$ cat config.mk
export PLATFORM = sky130hd
export DESIGN_NAME = button_debounce
export DESIGN_NICKNAME = d
export VERILOG_FILES = /design/src/rtl/button_pkg.sv /design/src/rtl/sync_2ff.sv /design/src/rtl/button_debounce.sv
export SDC_FILE = /design/constraint.sdc
export NUM_CORES = 1
export LEC_CHECK = 0
export ABC_AREA = 1
export CAP_MARGIN = 10
export CORE_MARGIN = 5
export CORE_UTILIZATION = 45
export CTS_CLUSTER_DIAMETER = 100
export DETAILED_ROUTE_END_ITERATION = 10
export GPL_TIMING_DRIVEN = 0
export MAX_ROUTING_LAYER = met4
export PLACE_DENSITY_LB_ADDON = 0.2
export SLEW_MARGIN = 20
export SYNTH_ARGS = -nofsm -noshare
export SYNTH_HDL_FRONTEND = slang
export SYNTH_SLANG_ARGS = --single-unit
$ cat constraint.sdc
create_clock -name clk -period 1.7 [get_ports clk]
set_input_delay 0.34 -clock clk [delete_from_list [all_inputs] [get_ports clk]]
set_output_delay 0.34 -clock clk [all_outputs]
set_load 0.02 [all_outputs]
$ cat src/rtl/button_pkg.sv
// ----------------------------------------------------------------------------
// button_pkg
// Shared types and default constants for the push-button debouncer.
//
// Contents:
//   btn_state_t              debouncer FSM state encoding
//   CLK_HZ_DEFAULT           nominal board clock (50 MHz)
//   DEBOUNCE_CYCLES_DEFAULT  10 ms stability window at CLK_HZ_DEFAULT
//   LONG_CYCLES_DEFAULT      1 s long-press threshold at CLK_HZ_DEFAULT
//   cnt_width()              counter width able to hold 0 .. n-1, never 0
// ----------------------------------------------------------------------------
package button_pkg;

    typedef enum logic [1:0] {
        IDLE         = 2'd0,
        PRESS_WAIT   = 2'd1,
        PRESSED      = 2'd2,
        RELEASE_WAIT = 2'd3
    } btn_state_t;

    localparam int unsigned CLK_HZ_DEFAULT          = 50_000_000;
    localparam int unsigned DEBOUNCE_CYCLES_DEFAULT = CLK_HZ_DEFAULT / 100;
    localparam int unsigned LONG_CYCLES_DEFAULT     = CLK_HZ_DEFAULT;

    // $clog2(n) holds 0..n-1; the guard keeps a degenerate n from giving a
    // zero-width vector.
    function automatic int unsigned cnt_width(input int unsigned n);
        return (n < 2) ? 1 : $clog2(n);
    endfunction

endpackage

$ cat src/rtl/sync_2ff.sv
// ----------------------------------------------------------------------------
// sync_2ff
// Two-flop synchronizer for a single asynchronous board input. Reusable for
// any slow level signal (buttons, switches, straps).
//
// Parameters:
//   RESET_VAL  value both flops take while rst_n is low
// Ports:
//   clk    input   destination clock, rising edge
//   rst_n  input   asynchronous assert, active-low reset
//   d      input   asynchronous input level
//   q      output  level synchronized to clk, 2 cycles of latency
// ----------------------------------------------------------------------------
module sync_2ff #(
    parameter logic RESET_VAL = 1'b0
) (
    input  logic clk,
    input  logic rst_n,
    input  logic d,
    output logic q
);

    // meta_q may go metastable; only sync_q is allowed to fan out.
    logic meta_q;
    logic sync_q;

    always_ff @(posedge clk or negedge rst_n) begin
        if (!rst_n) begin
            meta_q <= RESET_VAL;
            sync_q <= RESET_VAL;
        end else begin
            meta_q <= d;
            sync_q <= meta_q;
        end
    end

    assign q = sync_q;

endmodule

$ cat src/rtl/button_debounce.sv
// ----------------------------------------------------------------------------
// button_debounce
// Reads a bouncing board push-button: synchronizes it to clk, accepts a level
// change only after it has been stable for DEBOUNCE_CYCLES, and emits a clean
// pressed level plus one-cycle press / release / long-press pulses.
//
// Optional build macro:
//   BUTTON_DEBOUNCE_LONG_PRESS_EN  when defined, the hold counter and the
//                                  long_press pulse are built; otherwise
//                                  long_press is tied low (port retained).
//
// Parameters:
//   DEBOUNCE_CYCLES  stability window in clk cycles, >= 2
//   LONG_CYCLES      debounced hold time before long_press, > DEBOUNCE_CYCLES
//   ACTIVE_LOW       1 = pin reads 0 while pressed
// Ports:
//   clk            input   system clock, rising edge
//   rst_n          input   asynchronous assert, active-low reset
//   btn_raw        input   raw button pin (asynchronous, bouncing)
//   btn_level      output  debounced pressed state, 1 = pressed
//   press          output  one-cycle pulse when a press is accepted
//   release_pulse  output  one-cycle pulse when a release is accepted
//                          ("release" itself is a reserved word)
//   long_press     output  one-cycle pulse, at most once per press
//
// Timing: press and release_pulse rise 2 + DEBOUNCE_CYCLES clocks after the
// first edge that samples the new stable pin level.
// ----------------------------------------------------------------------------
module button_debounce
    import button_pkg::*;
#(
    parameter int unsigned DEBOUNCE_CYCLES = DEBOUNCE_CYCLES_DEFAULT,
    parameter int unsigned LONG_CYCLES     = LONG_CYCLES_DEFAULT,
    parameter logic        ACTIVE_LOW      = 1'b1
) (
    input  logic clk,
    input  logic rst_n,
    input  logic btn_raw,
    output logic btn_level,
    output logic press,
    output logic release_pulse,
    output logic long_press
);

    localparam int unsigned CNT_W = cnt_width(DEBOUNCE_CYCLES);
    localparam logic [CNT_W-1:0] CNT_LAST = CNT_W'(DEBOUNCE_CYCLES - 1);

    // Elaboration-time guard on the parameter relationships.
    if ((DEBOUNCE_CYCLES < 2) || (LONG_CYCLES <= DEBOUNCE_CYCLES)) begin : g_param_check
        $error("button_debounce: need DEBOUNCE_CYCLES >= 2 and LONG_CYCLES > DEBOUNCE_CYCLES");
    end

    // ------------------------------------------------------------------
    // Input path: normalise polarity before synchronizing so the reset
    // value "not pressed" is always 0 regardless of pin polarity.
    // ------------------------------------------------------------------
    logic btn_in;
    logic btn_s;

    assign btn_in = btn_raw ^ ACTIVE_LOW;

    sync_2ff #(
        .RESET_VAL (1'b0)
    ) u_sync (
        .clk   (clk),
        .rst_n (rst_n),
        .d     (btn_in),
        .q     (btn_s)
    );

    // ------------------------------------------------------------------
    // Debounce FSM. cnt measures how long btn_s has held the candidate
    // level; any sample back at the accepted level restarts the window.
    // ------------------------------------------------------------------
    btn_state_t       state_q, state_d;
    logic [CNT_W-1:0] cnt_q, cnt_d;
    logic             level_q, level_d;
    logic             press_q, press_d;
    logic             release_q, release_d;

    always_comb begin
        state_d   = state_q;
        cnt_d     = cnt_q;
        level_d   = level_q;
        press_d   = 1'b0;
        release_d = 1'b0;

        case (state_q)
            IDLE: begin
                if (btn_s) begin
                    state_d = PRESS_WAIT;
                    cnt_d   = '0;
                end
            end

            PRESS_WAIT: begin
                if (btn_s) begin
                    if (cnt_q == CNT_LAST) begin
                        state_d = PRESSED;
                        cnt_d   = '0;
                        level_d = 1'b1;
                        press_d = 1'b1;
                    end else begin
                        cnt_d = cnt_q + 1'b1;
                    end
                end else begin
                    // Bounce: abandon the window without any pulse.
                    state_d = IDLE;
                    cnt_d   = '0;
                end
            end

            PRESSED: begin
                if (!btn_s) begin
                    state_d = RELEASE_WAIT;
                    cnt_d   = '0;
                end
            end

            RELEASE_WAIT: begin
                if (!btn_s) begin
                    if (cnt_q == CNT_LAST) begin
                        state_d   = IDLE;
                        cnt_d     = '0;
                        level_d   = 1'b0;
                        release_d = 1'b1;
                    end else begin
                        cnt_d = cnt_q + 1'b1;
                    end
                end else begin
                    state_d = PRESSED;
                    cnt_d   = '0;
                end
            end

            default: begin
                state_d = IDLE;
                cnt_d   = '0;
                level_d = 1'b0;
            end
        endcase
    end

    always_ff @(posedge clk or negedge rst_n) begin
        if (!rst_n) begin
            state_q   <= IDLE;
            cnt_q     <= '0;
            level_q   <= 1'b0;
            press_q   <= 1'b0;
            release_q <= 1'b0;
        end else begin
            state_q   <= state_d;
            cnt_q     <= cnt_d;
            level_q   <= level_d;
            press_q   <= press_d;
            release_q <= release_d;
        end
    end

    assign btn_level     = level_q;
    assign press         = press_q;
    assign release_pulse = release_q;

`ifdef BUTTON_DEBOUNCE_LONG_PRESS_EN
    // ------------------------------------------------------------------
    // Long press. hold_cnt counts stable PRESSED cycles and saturates at
    // LONG_CYCLES-1; the pulse fires on the PRESSED cycle that observes
    // the saturated value. long_armed_q limits it to once per accepted
    // press: a bounce through RELEASE_WAIT returns to PRESSED without
    // re-arming, only a fresh press does.
    // ------------------------------------------------------------------
    localparam int unsigned HOLD_W = cnt_width(LONG_CYCLES);
    localparam logic [HOLD_W-1:0] HOLD_LAST = HOLD_W'(LONG_CYCLES - 1);

    logic [HOLD_W-1:0] hold_cnt_q, hold_cnt_d;
    logic              long_armed_q, long_armed_d;
    logic              long_press_q, long_press_d;

    always_comb begin
        hold_cnt_d   = hold_cnt_q;
        long_armed_d = long_armed_q;
        long_press_d = 1'b0;

        if (press_d) begin
            hold_cnt_d   = '0;
            long_armed_d = 1'b1;
        end else if (state_q == PRESSED) begin
            if (long_armed_q && (hold_cnt_q == HOLD_LAST)) begin
                long_press_d = 1'b1;
                long_armed_d = 1'b0;
            end
            if (btn_s && (hold_cnt_q != HOLD_LAST)) begin
                hold_cnt_d = hold_cnt_q + 1'b1;
            end
        end
    end

    always_ff @(posedge clk or negedge rst_n) begin
        if (!rst_n) begin
            hold_cnt_q   <= '0;
            long_armed_q <= 1'b0;
            long_press_q <= 1'b0;
        end else begin
            hold_cnt_q   <= hold_cnt_d;
            long_armed_q <= long_armed_d;
            long_press_q <= long_press_d;
        end
    end

    assign long_press = long_press_q;
`else
    assign long_press = 1'b0;
`endif

endmodule
==> impl_table.tex, run 1 <==
\begin{tabular}{lr}
\hline
Metric & Value \\
\hline
\multicolumn{2}{l}{\textbf{Flow run}} \\
Total of max-cap violations & 0 \\
\multicolumn{2}{l}{\textbf{Clocking}} \\
CTS Root Buffer Type & sky130\_fd\_sc\_hd\_\_clkbuf\_4 \\
Hold buffer count at CTS & 0 \\
Clock-pin slew reported for the worst setup and hold paths after clock tree synthesis & approximately 0.15 ns \\
CTS Buffer Depth & 2 \\
Clock latency on the worst-skew pair & about 0.33 ns \\
TritonCTS buffer count & 3 \\
CTS H-tree lvls & 1 \\
Clock tree from TritonCTS & done \\
Number of sinks driven by the clock tree & 26 \\
\multicolumn{2}{l}{\textbf{Status}} \\
Failing checks & hold timing \\
Result of the run & finished with violations \\
\multicolumn{2}{l}{\textbf{Route}} \\
Routed metal-1 wirelength & 1.71 mm \\
Initial DRT Pass Iterations & 5 \\
Top routing layer in use & met4 \\
Post-DR vias/cell & approximately 5.0 \\
WL met3 & roughly 130 µm \\
Violation count after the first detailed-route iteration & 49 \\
Post-detailed-route wirelength per cell & approximately 12 µm \\
Vias & between 1000 and 1500 \\
Total DRC errors in the routed layout & 0 \\
Post-route ant nets & 0 \\
Total length of routed wires & approximately 3.3 mm \\
Met2 Wirelength & $\sim$1.4 mm \\
\multicolumn{2}{l}{\textbf{Worst setup path}} \\
Endpoint class of the critical path & output port \\
R2R Setup Slk & around 0.12 ns \\
Worst path arrival time & 1.28 ns \\
List of cells traversed by the critical path & clkdlybuf4s50\_1 \\
Largest delay contributor family on the critical path & buffers and inverters \\
Element type at the critical path start & flop \\
Worst reg2reg path depth & 9 \\
Crit Reg-Reg Startpoint & cnt\_q[1] \\
Worst Path Required & between 1 and 1.5 ns \\
Max incr delay on CP & 0.59 ns \\
End of the worst register-to-register path & cnt\_q[11] \\
WS Path Type & flop to output port \\
Critical path's slowest cell & sky130\_fd\_sc\_hd\_\_clkdlybuf4s50\_1 \\
Critical path buffer and inverter count & 1 \\
Highest net fanout along the worst path & 1 \\
\multicolumn{2}{l}{\textbf{Logic synthesis}} \\
Synthesis-stage register bit count & 26 \\
Area share of the leading cell type in the synthesized netlist & $\sim$44\% \\
Fraction of registers with async set/reset & between 90\% and 100\% \\
Most used standard cell by instance count after synthesis & sky130\_fd\_sc\_hd\_\_nand2\_1 \\
Top flip-flop cell by instance count after synthesis & sky130\_fd\_sc\_hd\_\_dfrtp\_1 \\
Mapped Cells & approximately 210 \\
Post-synth net total & $\sim$210 \\
Sequential share of the synthesized area & 43.7\% \\
Syn\_area\_per\_cell & about 7 µm² \\
Distinct cell type count of the synthesized netlist & 24 \\
Cell type contributing the most total cell area after synthesis & sky130\_fd\_sc\_hd\_\_dfrtp\_1 \\
Top cells by instance count after synthesis & 67 x sky130\_fd\_sc\_hd\_\_nand2\_1, 32 x sky130\_fd\_sc\_hd\_\_nor2\_1, 26 x sky130\_fd\_sc\_hd\_\_dfrtp\_1, 18 x sky130\_fd\_sc\_hd\_\_inv\_1, 15 x sky130\_fd\_sc\_hd\_\_nand3\_1 \\
Post-synth design cell area & around 1500 µm² \\
Number of synthesized flops with an enable pin & 0 \\
Top area cells in the synthesized netlist & sky130\_fd\_sc\_hd\_\_dfrtp\_1 44\%, sky130\_fd\_sc\_hd\_\_nand2\_1 17\%, sky130\_fd\_sc\_hd\_\_nor2\_1 8.1\% \\
Count of synthesis-stage warnings from yosys & 0 \\
\multicolumn{2}{l}{\textbf{Timing}} \\
Final setup skew & slightly above 0.01 ns \\
Max-slew violation count & 0 \\
Max-slew headroom & 59.4\% \\
Period Utilization, post-route & 95.5\% \\
Total Negative Setup Slacks & 0 ns \\
Setup repair after global routing missed its margin & no \\
Final period demand of the worst path & 1.62 ns \\
Fin Hold WS & -0.00825 ns \\
Max Clk Rate & approximately 620 MHz \\
Count of final hold-check violations & 16 \\
\# setup viols final & 0 \\
Slew at the pin with the worst max-slew slack & slightly above 0.6 ns \\
\multicolumn{2}{l}{\textbf{Layout}} \\
End-of-flow core utilization & between 50\% and 60\% \\
Fill cell count & around 330 \\
Ratio of cells with drive above 1 in the final layout & 10.5\% \\
Net count of the finished layout & between 200 and 250 \\
Combined area of the multi-input logic cells & roughly 750 µm² \\
Post-synthesis to final-layout area growth & 12.9\% \\
Reg area & 651 µm² \\
Antenna fix cells & 0 \\
\multicolumn{2}{l}{\textbf{Die}} \\
Full die area & about 4600 µm² \\
Core area & 3100 µm² \\
Top-level port count & 7 \\
Die W & 67.5 µm \\
Core Rows & 20 \\
Die extent in y & $\sim$68 µm \\
Initial cell density of the core & 48.0\% \\
\multicolumn{2}{l}{\textbf{Power and ir drop}} \\
Design Power & approximately 1400 µW \\
Power Density & $\sim$840 nW/µm² \\
Leakage power & 0.000757 µW \\
Largest vdd supply drop & around 510 µV \\
\multicolumn{2}{l}{\textbf{Placed design}} \\
Port bufs & 5 \\
Final weighted congestion in routability-driven placement & approximately 0.94 \\
Estimated wirelength of the detail-placed design & about 2.4 mm \\
\multicolumn{2}{l}{\textbf{Global route}} \\
Overall routing resource usage & 16.7\% \\
Vias in the first global route & approximately 1200 \\
Initial antenna violation count & 0 \\
GR Overflow Total & 0 \\
First-pass GRT wire length & 5.52 mm \\
Largest net degree at the start of global routing & 27 \\
\multicolumn{2}{l}{\textbf{Min path}} \\
HP Class & input pin to async pin \\
\hline
\end{tabular}
[registers in the layout, summed over array words and instances, names as in the netlist, named ones only]
name,cells
state_q,1
btn_level,1
press,1
release_pulse,1
cnt_q,19
u_sync.q,1
u_sync.meta_q,1
[worst max path at each step]
stage,start,to,cells past startpoint
2_1_floorplan,cnt_q[0],cnt_q[11],9
3_3_place_gp,rst_n,cnt_q[13],1
3_5_place_dp,cnt_q[0],cnt_q[11],9
4_1_cts,cnt_q[0],cnt_q[11],9
5_1_grt,press,press,1
6_report,release_pulse,release_pulse,1
[logic make-up after synthesis]
group           count (synthesis)  synth area share (%)
other cells                     1                 0.252
buf+inv                        26                  7.39
flops                          26                  43.7
xor+xnor                        6                  3.53
compound gates                 18                  6.88
simple gates                  131                  37.4
fa+ha+maj                       1                 0.839
[cell usage in the layout, fill, tap and decap left out, drive strengths merged]
cell type / Yosys / final
xor2: 5 / 5
conb: 1 / 1
nand3: 16 / 16
o21ai: 8 / 8
nor2: 34 / 34
dfrtp: 26 / 26
clkbuf: 0 / 3
nand4: 9 / 9
a21oi: 2 / 2
dlymetal6s2s: 0 / 1
nand2: 69 / 69
inv: 23 / 23
clkdlybuf4s50: 0 / 3
buf: 3 / 6
bufinv: 0 / 1
ha: 1 / 1
o21bai: 2 / 2
nor3: 3 / 3
o22ai: 6 / 6
xnor2: 1 / 1
[per-layer routing]
metal  GRT usage, %  vias up
met5              -        -
met4           6.08        0
met3           2.50        5
met2           25.5       21
met1           22.3      613
li1               -      694
[through the flow]
stage               setup slack [ns]  hold slack, ns  cell area (µm²)  std cells
CTS                           0.0228         0.00581             1650        262
detailed placement            0.0164           0.341             1590        258
finish                        0.0770        -0.00825             1680        264
floorplan                      0.276          0.0444             1490        209
global placement             -0.0860           0.334             1600        258
global route                  0.0201          0.0175             1680        264
[repair_timing]
item	CTS	global route
buffers inserted	0	2
pin swaps	0	4
gates resized for setup	1	5
setup endpoints to repair	1	19
[power breakdown]
part,total (µW),internal [µW],leakage (µW),switching (µW)
clock,434,239,0.0000279,195
combinational,266,101,0.000374,165
sequential,709,654,0.000355,54.3
total,1410,994,0.000757,414
[area by class of cell]
cell class,count,share of cell area (%)
multi-input combinational,157,44.7
sequential,26,38.7
clock inverter,1,1.78
clock buffer,3,1.34
tap,44,3.27
inverter,23,5.13
buffer,3,1.41
timing repair buffer,7,3.72
Power figures use the tool's default switching activity.
==> run 2: changes to the inputs <==
--- a/config.mk
+++ b/config.mk
@@ -9,12 +9,12 @@
 export CAP_MARGIN = 10
 export CORE_MARGIN = 5
 export CORE_UTILIZATION = 45
+export CTS_BUF_LIST = sky130_fd_sc_hd__clkbuf_8
 export CTS_CLUSTER_DIAMETER = 100
 export DETAILED_ROUTE_END_ITERATION = 10
 export GPL_TIMING_DRIVEN = 0
 export MAX_ROUTING_LAYER = met4
 export PLACE_DENSITY_LB_ADDON = 0.2
-export SLEW_MARGIN = 20
 export SYNTH_ARGS = -nofsm -noshare
 export SYNTH_HDL_FRONTEND = slang
 export SYNTH_SLANG_ARGS = --single-unit
==> impl_table.tex, run 2 (synthesized netlist as in run 1, its figures left out) <==
\begin{tabular}{lr}
\hline
Metric & Value \\
\hline
\multicolumn{2}{l}{\textbf{Power and ir drop}} \\
Leakage power & roughly 0.00075 µW \\
Switching part of the total & about 28\% \\
Total net switching power & approximately 420 µW \\
Largest vdd supply drop & $\sim$460 µV \\
Combinational cell fraction of total power & 17.7\% \\
Design Power & approximately 1500 µW \\
Clock Power Share & between 30\% and 40\% \\
Power Density & $\sim$880 nW/µm² \\
Cell-internal power & approximately 1100 µW \\
Seq pwr share & a little under half \\
\multicolumn{2}{l}{\textbf{Layout}} \\
Top reg by flops & cnt\_q \\
Antenna fix cells & 0 \\
Most common library cell in the layout ignoring fill and taps & sky130\_fd\_sc\_hd\_\_nand2\_1 \\
Post-synthesis to final-layout area growth & 13.4\% \\
Fill cell count & about 330 \\
Flip-flop count of the largest register after layout & 19 \\
Most frequent cells in the layout & 65 x sky130\_fd\_sc\_hd\_\_nand2\_1, 32 x sky130\_fd\_sc\_hd\_\_nor2\_1, 26 x sky130\_fd\_sc\_hd\_\_dfrtp\_1 \\
Combined area of the multi-input logic cells & 742 µm² \\
Reg area & roughly 650 µm² \\
Final non-filler cell total & 264 \\
Net count of the finished layout & $\sim$230 \\
Ratio of cells with drive above 1 in the final layout & a little over a tenth \\
\multicolumn{2}{l}{\textbf{Worst setup path}} \\
Worst path arrival time & approximately 1.8 ns \\
Critical path buffer and inverter count & 2 \\
Max incr delay on CP & between 0.3 and 0.4 ns \\
Highest net fanout along the worst path & 10 \\
Largest delay contributor family on the critical path & simple AND/OR/NAND/NOR gates \\
Worst Path Required & approximately 1.9 ns \\
Endpoint class of the critical path & flop \\
Critical path's slowest cell & sky130\_fd\_sc\_hd\_\_dfrtp\_1 \\
Cell type with the highest occurrence count on the critical path & sky130\_fd\_sc\_hd\_\_nand2\_2 \\
Element type at the critical path start & flop \\
List of cells traversed by the critical path & ha\_2 -> nand2\_2 -> nor2\_4 -> inv\_2 -> nor2\_1 -> nand2\_2 -> nand2\_4 -> buf\_6 -> o22ai\_1 \\
Worst reg2reg path depth & 9 \\
WP depth & 9 \\
WS Path Type & flop to flop \\
\multicolumn{2}{l}{\textbf{Timing}} \\
\# setup viols final & 0 \\
Period Utilization, post-route & 94.7\% \\
Count of final hold-check violations & 0 \\
Post-route setup slack & 0.0893 ns \\
Max Clk Rate & $\sim$620 MHz \\
Max-slew headroom & about three fifths \\
Setup repair after global routing missed its margin & no \\
Max-slew violation count & 0 \\
Slew at the pin with the worst max-slew slack & between 0.5 and 0.6 ns \\
Final period demand of the worst path & between 1.5 and 2 ns \\
Final setup skew & $\sim$0.0037 ns \\
\multicolumn{2}{l}{\textbf{Route}} \\
Post-detailed-route wirelength per cell & 12.6 µm \\
Post-route ant nets & 0 \\
Post-DR vias/cell & between 5 and 6 \\
Total DRC errors in the routed layout & 0 \\
Initial DRT Pass Iterations & 4 \\
Vias & 1330 \\
Total length of routed wires & roughly 3.3 mm \\
Violation count after the first detailed-route iteration & 60 \\
\multicolumn{2}{l}{\textbf{Die}} \\
Core area & about 3100 µm² \\
Core Rows & 20 \\
Full die area & 4560 µm² \\
Die extent in y & a little under 70 µm \\
Die W & $\sim$68 µm \\
Top-level port count & 7 \\
Initial cell density of the core & between 40 and 50\% \\
\multicolumn{2}{l}{\textbf{Clocking}} \\
Clock latency on the worst-skew pair & between 0.2 and 0.3 ns \\
TritonCTS buffer count & 3 \\
CTS Buffer Depth & 2 \\
CTS H-tree lvls & 1 \\
Clock-pin slew reported for the worst setup and hold paths after clock tree synthesis & 0.09 ns \\
Hold buffer count at CTS & 0 \\
CTS Root Buffer Type & sky130\_fd\_sc\_hd\_\_clkbuf\_8 \\
Clock tree from TritonCTS & done \\
Number of sinks driven by the clock tree & 26 \\
\multicolumn{2}{l}{\textbf{Placed design}} \\
Port bufs & 5 \\
Worst setup slack before clock tree synthesis & -0.108 ns \\
Final weighted congestion in routability-driven placement & approximately 0.94 \\
Estimated wirelength of the detail-placed design & 2.40 mm \\
Cell total after placement & 258 \\
\multicolumn{2}{l}{\textbf{Global route}} \\
First-pass GRT wire length & about 5.6 mm \\
Largest net degree at the start of global routing & 27 \\
GR Overflow Total & 0 \\
Vias in the first global route & about 1200 \\
Overall routing resource usage & 16.9\% \\
Initial antenna violation count & 0 \\
\multicolumn{2}{l}{\textbf{Flow run}} \\
Total of max-cap violations & 0 \\
\multicolumn{2}{l}{\textbf{Status}} \\
Result of the run & completed \\
\multicolumn{2}{l}{\textbf{Min path}} \\
HP Class & input pin to async pin \\
\hline
\end{tabular}
[run 2: repair_timing]
action / in CTS / in global routing
buffers inserted: 0 / 2
gates resized for setup: 0 / 4
setup endpoints to repair: 0 / 18
[run 2: power by group through the flow]
| stage | Combinational (µW) | Clock [µW] | Sequential (µW) |
|---|---|---|---|
| 2_1_floorplan | 164 | 0 | 702 |
| 3_3_place_gp | 233 | 0 | 713 |
| 3_5_place_dp | 227 | 0 | 713 |
| 4_1_cts | 230 | 529 | 700 |
| 5_1_grt | 296 | 563 | 705 |
| 6_report | 263 | 519 | 700 |
[run 2: final cells by class]
cell class / count / area share (%)
flip-flops and latches: 26 / 38.5
clock inverters: 1 / 1.78
repair buffers: 7 / 3.56
well taps: 44 / 3.26
clock buffers: 3 / 2.44
multi-input cells: 157 / 43.9
plain buffers: 3 / 1.41
inverters: 23 / 5.11
[run 2: worst paths after layout]
kind                               start        end  slack [ns]
setup reg to reg                cnt_q[0]  cnt_q[11]        0.09
hold / removal                     rst_n      press        0.06
setup / recovery                cnt_q[0]  cnt_q[11]        0.09
max in group asynchronous          rst_n  cnt_q[10]        1.25
min in group clk           u_sync.meta_q   u_sync.q        0.36
hold reg to reg            u_sync.meta_q   u_sync.q        0.36
[run 2: per-layer routing]
| metal | routed length, µm | track usage (%) | vias to the layer above | share of wire (%) |
|---|---|---|---|---|
| met1 | 1680 | 22.1 | 606 | 50 |
| met4 | 51 | 6.08 | 0 | 1.5 |
| li1 | - | - | 694 | - |
| met3 | 131 | 2.50 | 5 | 3.9 |
| met5 | 0 | - | - | 0 |
| met2 | 1470 | 26.6 | 25 | 44 |
[run 2: metrics by stage]
step / instance area (µm²) / hold slack (ns) / utilization (%) / setup TNS [ns]
2_1_floorplan: 1490 / 0.0444 / - / 0
6_report: 1690 / 0.0575 / 54.4 / 0
3_5_place_dp: 1600 / 0.341 / 51.4 / -2.77
4_1_cts: 1670 / 0.363 / 53.7 / 0
5_1_grt: 1690 / 0.103 / 54.4 / 0
3_3_place_gp: 1600 / 0.334 / 51.4 / -2.19
[run 2: worst reg2reg max path, cell delays in order, from the launching register on]
cell and delay [ns]:
sky130_fd_sc_hd__dfrtp_1 0.38, sky130_fd_sc_hd__ha_2 0.23, sky130_fd_sc_hd__nand2_2 0.10, sky130_fd_sc_hd__nor2_4 0.13, sky130_fd_sc_hd__inv_2 0.06, sky130_fd_sc_hd__nor2_1 0.12, sky130_fd_sc_hd__nand2_2 0.09, sky130_fd_sc_hd__nand2_4 0.12
sky130_fd_sc_hd__buf_6 0.16, sky130_fd_sc_hd__o22ai_1 0.10
==> run 3: changes to the inputs <==
--- a/config.mk
+++ b/config.mk
@@ -6,7 +6,6 @@
 export NUM_CORES = 1
 export LEC_CHECK = 0
 export ABC_AREA = 1
-export CAP_MARGIN = 10
 export CORE_MARGIN = 5
 export CORE_UTILIZATION = 45
 export CTS_BUF_LIST = sky130_fd_sc_hd__clkbuf_8
==> results of run 3 <==
The final DEF is identical to that of run 2; final timing and power are the same.
